===== src/rtl/colcmp_pkg.sv =====
// rtl/colcmp_pkg.sv - shared sizes and state encoding for the column comparator
//   NCOLS    columns per bitmap / template depth
//   COLW     column slice width
//   SCORE_W  score width (covers NCOLS*COLW = 1536)
//   IDX_W    column index width
//   TMO_W    wait-for-colready counter width
//   state_t  IDLE, REQ, WAIT, ACC, FIN
package colcmp_pkg;

  localparam int NCOLS   = 24;
  localparam int COLW    = 64;
  localparam int SCORE_W = 11;
  localparam int IDX_W   = 5;
  localparam int TMO_W   = 8;

  typedef enum logic [2:0] {
    IDLE,
    REQ,
    WAIT,
    ACC,
    FIN
  } state_t;

endpackage


===== src/rtl/colcmp_acc_popcount64.sv =====
// rtl/colcmp_acc_popcount64.sv - combinational 64-bit population count
//   data   in   64  bits to count
//   count  out  7   number of set bits, 0..64
module popcount64 (
  input  logic [63:0] data,
  output logic [6:0]  count
);

  always_comb begin
    count = '0;
    for (int i = 0; i < 64; i++) begin
      count = count + {6'b0, data[i]};
    end
  end

endmodule


===== src/rtl/colcmp_acc.sv =====
// rtl/colcmp_acc.sv - bitmap column comparator with template RAM and similarity score
//   clk, rst              clock, synchronous active-high reset
//   start                 begins a comparison (ignored while busy)
//   colin, colready       column slice and its one-cycle valid strobe
//   lastcolumn            source is at its final column
//   nextcol               one-cycle request for the next column
//   tmpl_wren/addr/data   template column write port (ignored while busy)
//   mask_wren, mask_data  care-mask write port at tmpl_addr (CMP_MASK_EN only)
//   busy, done            run in progress, one-cycle completion pulse
//   score, match, err     matching-bit total, score >= THRESH, timeout abort
// Optional feature macro: CMP_MASK_EN adds a per-bit care mask (reset to all ones).
module colcmp_acc
  import colcmp_pkg::*;
#(
  parameter int THRESH  = 1400,
  parameter int TIMEOUT = 255
) (
  input  logic               clk,
  input  logic               rst,
  input  logic               start,
  input  logic [COLW-1:0]    colin,
  input  logic               colready,
  input  logic               lastcolumn,
  output logic               nextcol,
  input  logic               tmpl_wren,
  input  logic [IDX_W-1:0]   tmpl_addr,
  input  logic [COLW-1:0]    tmpl_data,
`ifdef CMP_MASK_EN
  input  logic               mask_wren,
  input  logic [COLW-1:0]    mask_data,
`endif
  output logic               busy,
  output logic               done,
  output logic [SCORE_W-1:0] score,
  output logic               match,
  output logic               err
);

  localparam logic [TMO_W-1:0]   TMO_LIM  = TMO_W'(TIMEOUT);
  localparam logic [IDX_W-1:0]   LAST_IDX = IDX_W'(NCOLS - 1);
  localparam logic [SCORE_W-1:0] THR      = SCORE_W'(THRESH);

  state_t             state;
  logic [IDX_W-1:0]   idx;
  logic [TMO_W-1:0]   wcnt;
  logic [COLW-1:0]    colin_q;
  logic               last_q;
  logic [COLW-1:0]    tmpl_mem [NCOLS];
  logic [COLW-1:0]    care;
  logic [6:0]         col_hits;
  logic               addr_ok;

  assign addr_ok = (tmpl_addr < IDX_W'(NCOLS));

  // Template contents survive reset; writes are locked out during a run.
  always_ff @(posedge clk) begin
    if (tmpl_wren && !busy && addr_ok) begin
      tmpl_mem[tmpl_addr] <= tmpl_data;
    end
  end

`ifdef CMP_MASK_EN
  logic [COLW-1:0] mask_mem [NCOLS];

  always_ff @(posedge clk) begin
    if (rst) begin
      for (int i = 0; i < NCOLS; i++) begin
        mask_mem[i] <= '1;
      end
    end else if (mask_wren && !busy && addr_ok) begin
      mask_mem[tmpl_addr] <= mask_data;
    end
  end

  assign care = mask_mem[idx] & ~(colin_q ^ tmpl_mem[idx]);
`else
  assign care = ~(colin_q ^ tmpl_mem[idx]);
`endif

  popcount64 u_popcount (
    .data  (care),
    .count (col_hits)
  );

  always_ff @(posedge clk) begin
    if (rst) begin
      state   <= IDLE;
      idx     <= '0;
      wcnt    <= '0;
      colin_q <= '0;
      last_q  <= 1'b0;
      nextcol <= 1'b0;
      busy    <= 1'b0;
      done    <= 1'b0;
      score   <= '0;
      match   <= 1'b0;
      err     <= 1'b0;
    end else begin
      nextcol <= 1'b0;
      done    <= 1'b0;
      case (state)
        IDLE: begin
          if (start) begin
            score   <= '0;
            match   <= 1'b0;
            err     <= 1'b0;
            idx     <= '0;
            busy    <= 1'b1;
            nextcol <= 1'b1;
            state   <= REQ;
          end
        end
        // nextcol was raised on entry so it is high for exactly the REQ cycle.
        REQ: begin
          wcnt  <= '0;
          state <= WAIT;
        end
        WAIT: begin
          if (colready) begin
            colin_q <= colin;
            last_q  <= lastcolumn;
            state   <= ACC;
          end else if (wcnt == TMO_LIM) begin
            err   <= 1'b1;
            state <= FIN;
          end else begin
            wcnt <= wcnt + TMO_W'(1);
          end
        end
        ACC: begin
          score <= score + SCORE_W'(col_hits);
          if (idx == LAST_IDX || last_q) begin
            state <= FIN;
          end else begin
            idx     <= idx + IDX_W'(1);
            nextcol <= 1'b1;
            state   <= REQ;
          end
        end
        FIN: begin
          match <= (score >= THR) && !err;
          done  <= 1'b1;
          busy  <= 1'b0;
          state <= IDLE;
        end
        default: state <= IDLE;
      endcase
    end
  end

endmodule


===== config.mk =====
export PLATFORM = sky130hd
export DESIGN_NAME = colcmp_acc
export DESIGN_NICKNAME = d
export VERILOG_FILES = /design/src/rtl/colcmp_pkg.sv /design/src/rtl/colcmp_acc_popcount64.sv /design/src/rtl/colcmp_acc.sv
export SDC_FILE = /design/constraint.sdc
export NUM_CORES = 2
export LEC_CHECK = 0
export ABC_CLOCK_PERIOD_IN_PS = 9400
export CAP_MARGIN = 20
export CELL_PAD_IN_SITES_DETAIL_PLACEMENT = 1
export CELL_PAD_IN_SITES_GLOBAL_PLACEMENT = 2
export CORE_MARGIN = 2
export CORE_UTILIZATION = 40
export CTS_BUF_LIST = sky130_fd_sc_hd__clkbuf_4 sky130_fd_sc_hd__clkbuf_8 sky130_fd_sc_hd__clkbuf_16
export DETAILED_ROUTE_END_ITERATION = 12
export PLACE_DENSITY = 0.8
export SYNTH_ARGS = -nofsm -noshare
export SYNTH_HDL_FRONTEND = slang
export SYNTH_SLANG_ARGS = --single-unit

===== constraint.sdc =====
create_clock -name clk -period 9.4 [get_ports clk]
set_input_delay 1.88 -clock clk [delete_from_list [all_inputs] [get_ports clk]]
set_output_delay 1.88 -clock clk [all_outputs]
set_load 0.01 [all_outputs]

After elaboration in Yosys (flattened, before gate mapping)
Memory sizes are Yosys's and may differ from the RTL's. A register that Yosys moved wholly into a read port is not among the register bits.
Cells that the tools add are included.

word-level totals
  RAM bits = 1,536
  register bits = 97
  output and inout bits = 16
  memories = 1
  logic and storage cells = 140

memory list
  name      depth  width  read ports  clocked after Yosys merged registers in  wr ports  line              RTL
  tmpl_mem  24     64     1           1                                        1         colcmp_acc.sv:48  logic [COLW-1:0] tmpl_mem [NCOLS];

cells by class
  bitwise gates (word level) = 2
  mux-type cells = 28
  $add $sub $neg = 66
  reductions and logical operators = 18
  equal/unequal tests = 12
  order comparisons = 2

operator list
  operator              count
  $add 7x1->7           62
  $not 64->64           1
  $xor 64x64->64        1
  $pmux 11 s2           1
  $mux 5                4
  $mux 8                2
  $pmux 8 s2            1
  $mux 3                4
  $pmux 3 s4            1
  $add 11x7->11         1
  $ge 11x11->1 const B  1
  $mux 11               1
  $ne 2x2->1 const B    5
  $pmux 5 s2            1
  $mux 1                9
  $add 8x1->8 const B   1
  $eq 8x8->1 const B    1
  $pmux 1 s2            4
  $reduce_and 2->1      4
  $reduce_bool 2->1     4
  $eq 3x2->1 const B    2
  $reduce_and 3->1      2
  $add 5x1->5 const B   1
  $eq 5x5->1 const B    1
  other kinds (10)      13

Depth between registers and ports, before layout
  depth in word-level cells = 67
  gate-level depth with buffers = 36
  gate-level depth less buffers = 32

Modules after synthesis
A second synthesis with hierarchy kept.

second synthesis, totals
  cells, all modules = 3,669
  area total of the unflattened synthesis = 65,297.6 um^2

by module, submodules not included
  module      sequential area each (um^2)  area each (um^2)  instances  cells an instance
  colcmp_acc  48,166.2                     63,475.9          1          3,476
  popcount64  0.0                          1,821.7           1          193

Worst setup path before layout
No wires, ideal clock.

  path kind = register to register
  start = reg (tool-made name)
  end = reg score[10]
  period minus slack after synthesis = 8.325 ns
  cell stages (with the launch flop) = 33
  path buffers = 3
  setup time = 0.121 ns
  arrival = 8.204 ns
  slack = 1.075 ns
  required time = 9.279 ns
  cells stage by stage = dfxtp_1 > buf_2 > buf_2 > clkbuf_1 > mux4_2 > mux2_2 > nand2_1 > nand3_1 > xor2_1 > fa_1 > inv_1 > fa_1 > inv_1 > fa_1 > fa_1 > fa_1 > fa_1 > fa_1 > inv_1 > fa_1 > fa_1 > inv_1 > fa_1 > inv_1 > a21oi_1 > o21bai_1 > a21o_1 > a21o_1 > ha_1 > o21ai_0 > nor2_1 > o2111ai_1 > mux2_2

RTL lines
  item                    line               RTL
  end signal: assignment  colcmp_acc.sv:131  score <= score + SCORE_W'(col_hits);
  end: declaration        colcmp_acc.sv:34   output logic [SCORE_W-1:0] score,

==> impl_metrics.py <==
metrics = {
    "placed_design": {
        "pre_cts_slack_ps": 145.0,
        "place_area_um2": 69990,
        "hpwl_mm": 109.0,
        "portBuffers": 154,
        "dp.cells": 5857,
        "place.gp.congestion": 0.8062,
    },
    "final_layout": {
        "ff_latch_area_um2": 48180,
        "final_cell_area_um2": 76090,
        "final_common_cell": "edfxtp_1",
        "drive_above_1_share": 0.1746,
        "fillers": 15070,
        "multi_input_area_um2": 16010,
        "areaGrowthSynthToFinish_pct": 17.04,
        "stdcell_count": 6194,
        "layout_common_cells": "edfxtp_1 (1536), mux2i_1 (514), nand2_1 (198), clkbuf_16 (172), clkdlybuf4s50_1 (153)",
        "nets": 4111,
    },
    "synthesis": {
        "ys_warn_count": 0,
        "synth_seq_area_share": 0.7409,
        "synthArstFlopShare": 0,
        "ys_seq_elements": 1638,
        "syn_inst": 3601,
        "syn_nets": 3820,
        "yosysUniqueCellTypes": 57,
        "synth-edff-count": 1536,
        "synth_area_um2": 65010,
        "syn_area_per_cell_um2": 18.05,
        "synth_top_flop_cell": "edfxtp_1",
    },
    "setup_path": {
        "cp.depth": 29,
        "critical_path.top_delay_family": "adder cells",
        "slowest_stage": "fa_1",
        "cp_max_fo": 29,
        "cp_slowest_stage_delay_ps": 570,
        "arrival_ps": 9760,
        "end_kind": "flop",
        "r2r_cells": 29,
        "worstPathRequired_ps": 10090,
        "startpoint_type": "flop",
        "crit-reg2reg-capture": "score[10]$_SDFFE_PP0P_",
        "cp_num_buf_inv": 5,
        "worstSetupEndpoint": "score[10]$_SDFFE_PP0P_",
        "ff2ff_setup_slack_ps": 330,
        "path_common_cell": "fa_1",
        "critPathKind": "reg2reg",
    },
    "clocking": {
        "cts-root-buf": "clkbuf_16",
        "worstSkewPairLatency_ps": 820,
        "cts_buffers": 168,
        "cts.sinks": 1638,
        "clk_pin_slew_worst_paths_ps": 60,
        "cts_tree": "done",
        "htree_levels": 4,
        "ctsHoldBuffers": 0,
        "cts.path.max_buffers": 3,
    },
    "flow_run": {
        "max_cap_violations": 0,
    },
    "timing": {
        "fmax_ghz": 0.1102,
        "setup-violations-final": 0,
        "finalWorstPathRequiredPeriod_ps": 9072,
        "maxSlewViolCount": 0,
        "hold_ws_ps": 480.0,
        "worst_slack_ps": 327.7,
        "finalCritPeriodShare": 0.9651,
        "skew_ps": 49.99,
        "slew_headroom": 0.2284,
        "hold_viol": 0,
        "worst_pin_slew_ps": 1154,
    },
    "routing": {
        "ant_nets": 0,
        "drcViolationCount": 0,
        "routedWlPerCell_um": 30.38,
        "wl_mm": 188.2,
        "firstDrtPassIters": 5,
        "first_iter_violations": 3539,
        "num_vias": 35290,
        "via_per_inst": 5.698,
    },
    "die": {
        "die_h_um": 407.1,
        "die_area_um2": 165800,
        "num_rows": 147,
        "die_x_um": 407.1,
        "core_region_area_um2": 160900,
        "io-pin-count": 155,
        "start_util": 0.4040,
    },
    "global_routing": {
        "grt_overflow": 0,
        "antenna_found_initial": 11,
        "grt_max_degree": 68,
        "grt_pass1_wl_mm": 266.5,
        "grt_pass1_vias": 37220,
        "grt_usage": 0.2229,
    },
    "worst_hold_path": {
        "holdCritPathClass": "reg2reg",
        "worstHoldPathCells": 2,
    },
    "outcome": {
        "status": "finished, final reports clean",
    },
    "power": {
        "peakVddDrop_v": 0.0004859,
        "powerDensity_nw_per_um2": 240.9,
        "p_total_mw": 18.33,
        "p_leak_nw": 23.39,
    },
}
-- per-layer routing --
metal | vias up | track usage | share of wire
met5 | - | 0 | 0.00026
met4 | 8 | 0.07095 | 0.028
met3 | 300 | 0.06010 | 0.087
met2 | 1493 | 0.3585 | 0.48
met1 | 18690 | 0.2946 | 0.41
li1 | 14800 | - | -
-- cell families after synthesis --
kind of cell,count (synthesis),share of synthesized area
simple gates,457,0.03087
flops,1638,0.7409
xor+xnor,80,0.01078
buf+inv,249,0.01788
compound gates,390,0.04309
mux,707,0.1347
fa+ha+maj,80,0.02175
-- registers in the layout, summed over array words and instances (netlist names), named ones only --
register / flops
score: 11
done: 1
tmpl_mem: 1536
state: 3
colin_q: 64
nextcol: 1
idx: 5
wcnt: 8
last_q: 1
err: 1
match: 1
busy: 1
-- where the power goes --
group | leakage (nW) | switching (mW) | internal [mW]
combinational | 5.91 | 1.97 | 1.46
clock | 2.84 | 2.85 | 3.98
sequential | 14.6 | 0.0384 | 8.03
-- final cells by class --
class                   count  share of cell area
inverters                  60            0.002960
multi-input cells        1714              0.2104
well taps                2160             0.03552
clock inverters            87             0.01260
clock buffers             222             0.06186
flip-flops and latches   1638              0.6332
repair buffers            310             0.04328
diodes                      3          0.00009867
-- through the flow --
stage                     utilization  TNS (ps)
after floorplan                     -         0
after global placement         0.4346         0
after detailed placement       0.4349         0
after CTS                      0.4701         0
after global routing           0.4728    -34.82
final                          0.4728         0
-- worst min-delay path: stages (launching register included) --
cell,delay (ps)
dfxtp_1,320
nand2_1,60
a21oi_1,60
-- cells in the mapped netlist (all sizes together), types with 15 or more instances --
| cell type | instances | share of area |
|---|---|---|
| mux4 | 128 | 0.044 |
| a22oi | 100 | 0.012 |
| clkbuf | 66 | 0.0038 |
| nand3 | 110 | 0.0085 |
| mux2i | 514 | 0.079 |
| a22o | 15 | 0.0020 |
| dfxtp | 102 | 0.031 |
| fa | 55 | 0.017 |
| ha | 25 | 0.0048 |
| o22ai | 98 | 0.0094 |
| a221oi | 31 | 0.0056 |
| xnor2 | 43 | 0.0058 |
| nand2 | 200 | 0.012 |
| mux2 | 65 | 0.011 |
| buf | 123 | 0.011 |
| edfxtp | 1536 | 0.71 |
| o221ai | 15 | 0.0020 |
| a21oi | 89 | 0.0069 |
| inv | 60 | 0.0035 |
| o22a | 15 | 0.0020 |
| xor2 | 37 | 0.0050 |
| nor2 | 102 | 0.0059 |
-- timing repair --
item	CTS	global route
buffers inserted	0	20
resized for setup	0	19
endpoints found under the setup margin	0	5
-- how the worst min path moves through the flow --
| stage | from | end | slack (ps) |
|---|---|---|---|
| after global placement | colin_q[63]$_SDFFE_PP0P_ | colin_q[63]$_SDFFE_PP0P_ | 460 |
| after floorplan | last_q$_SDFFE_PP0P_ | last_q$_SDFFE_PP0P_ | 440 |
| after global routing | colin_q[63]$_SDFFE_PP0P_ | colin_q[63]$_SDFFE_PP0P_ | 500 |
| final | colin_q[63]$_SDFFE_PP0P_ | colin_q[63]$_SDFFE_PP0P_ | 480 |
| after CTS | colin_q[63]$_SDFFE_PP0P_ | colin_q[63]$_SDFFE_PP0P_ | 480 |
| after detailed placement | colin_q[25]$_SDFFE_PP0P_ | colin_q[25]$_SDFFE_PP0P_ | 470 |
No activity file was read; power rests on OpenSTA's default activity.
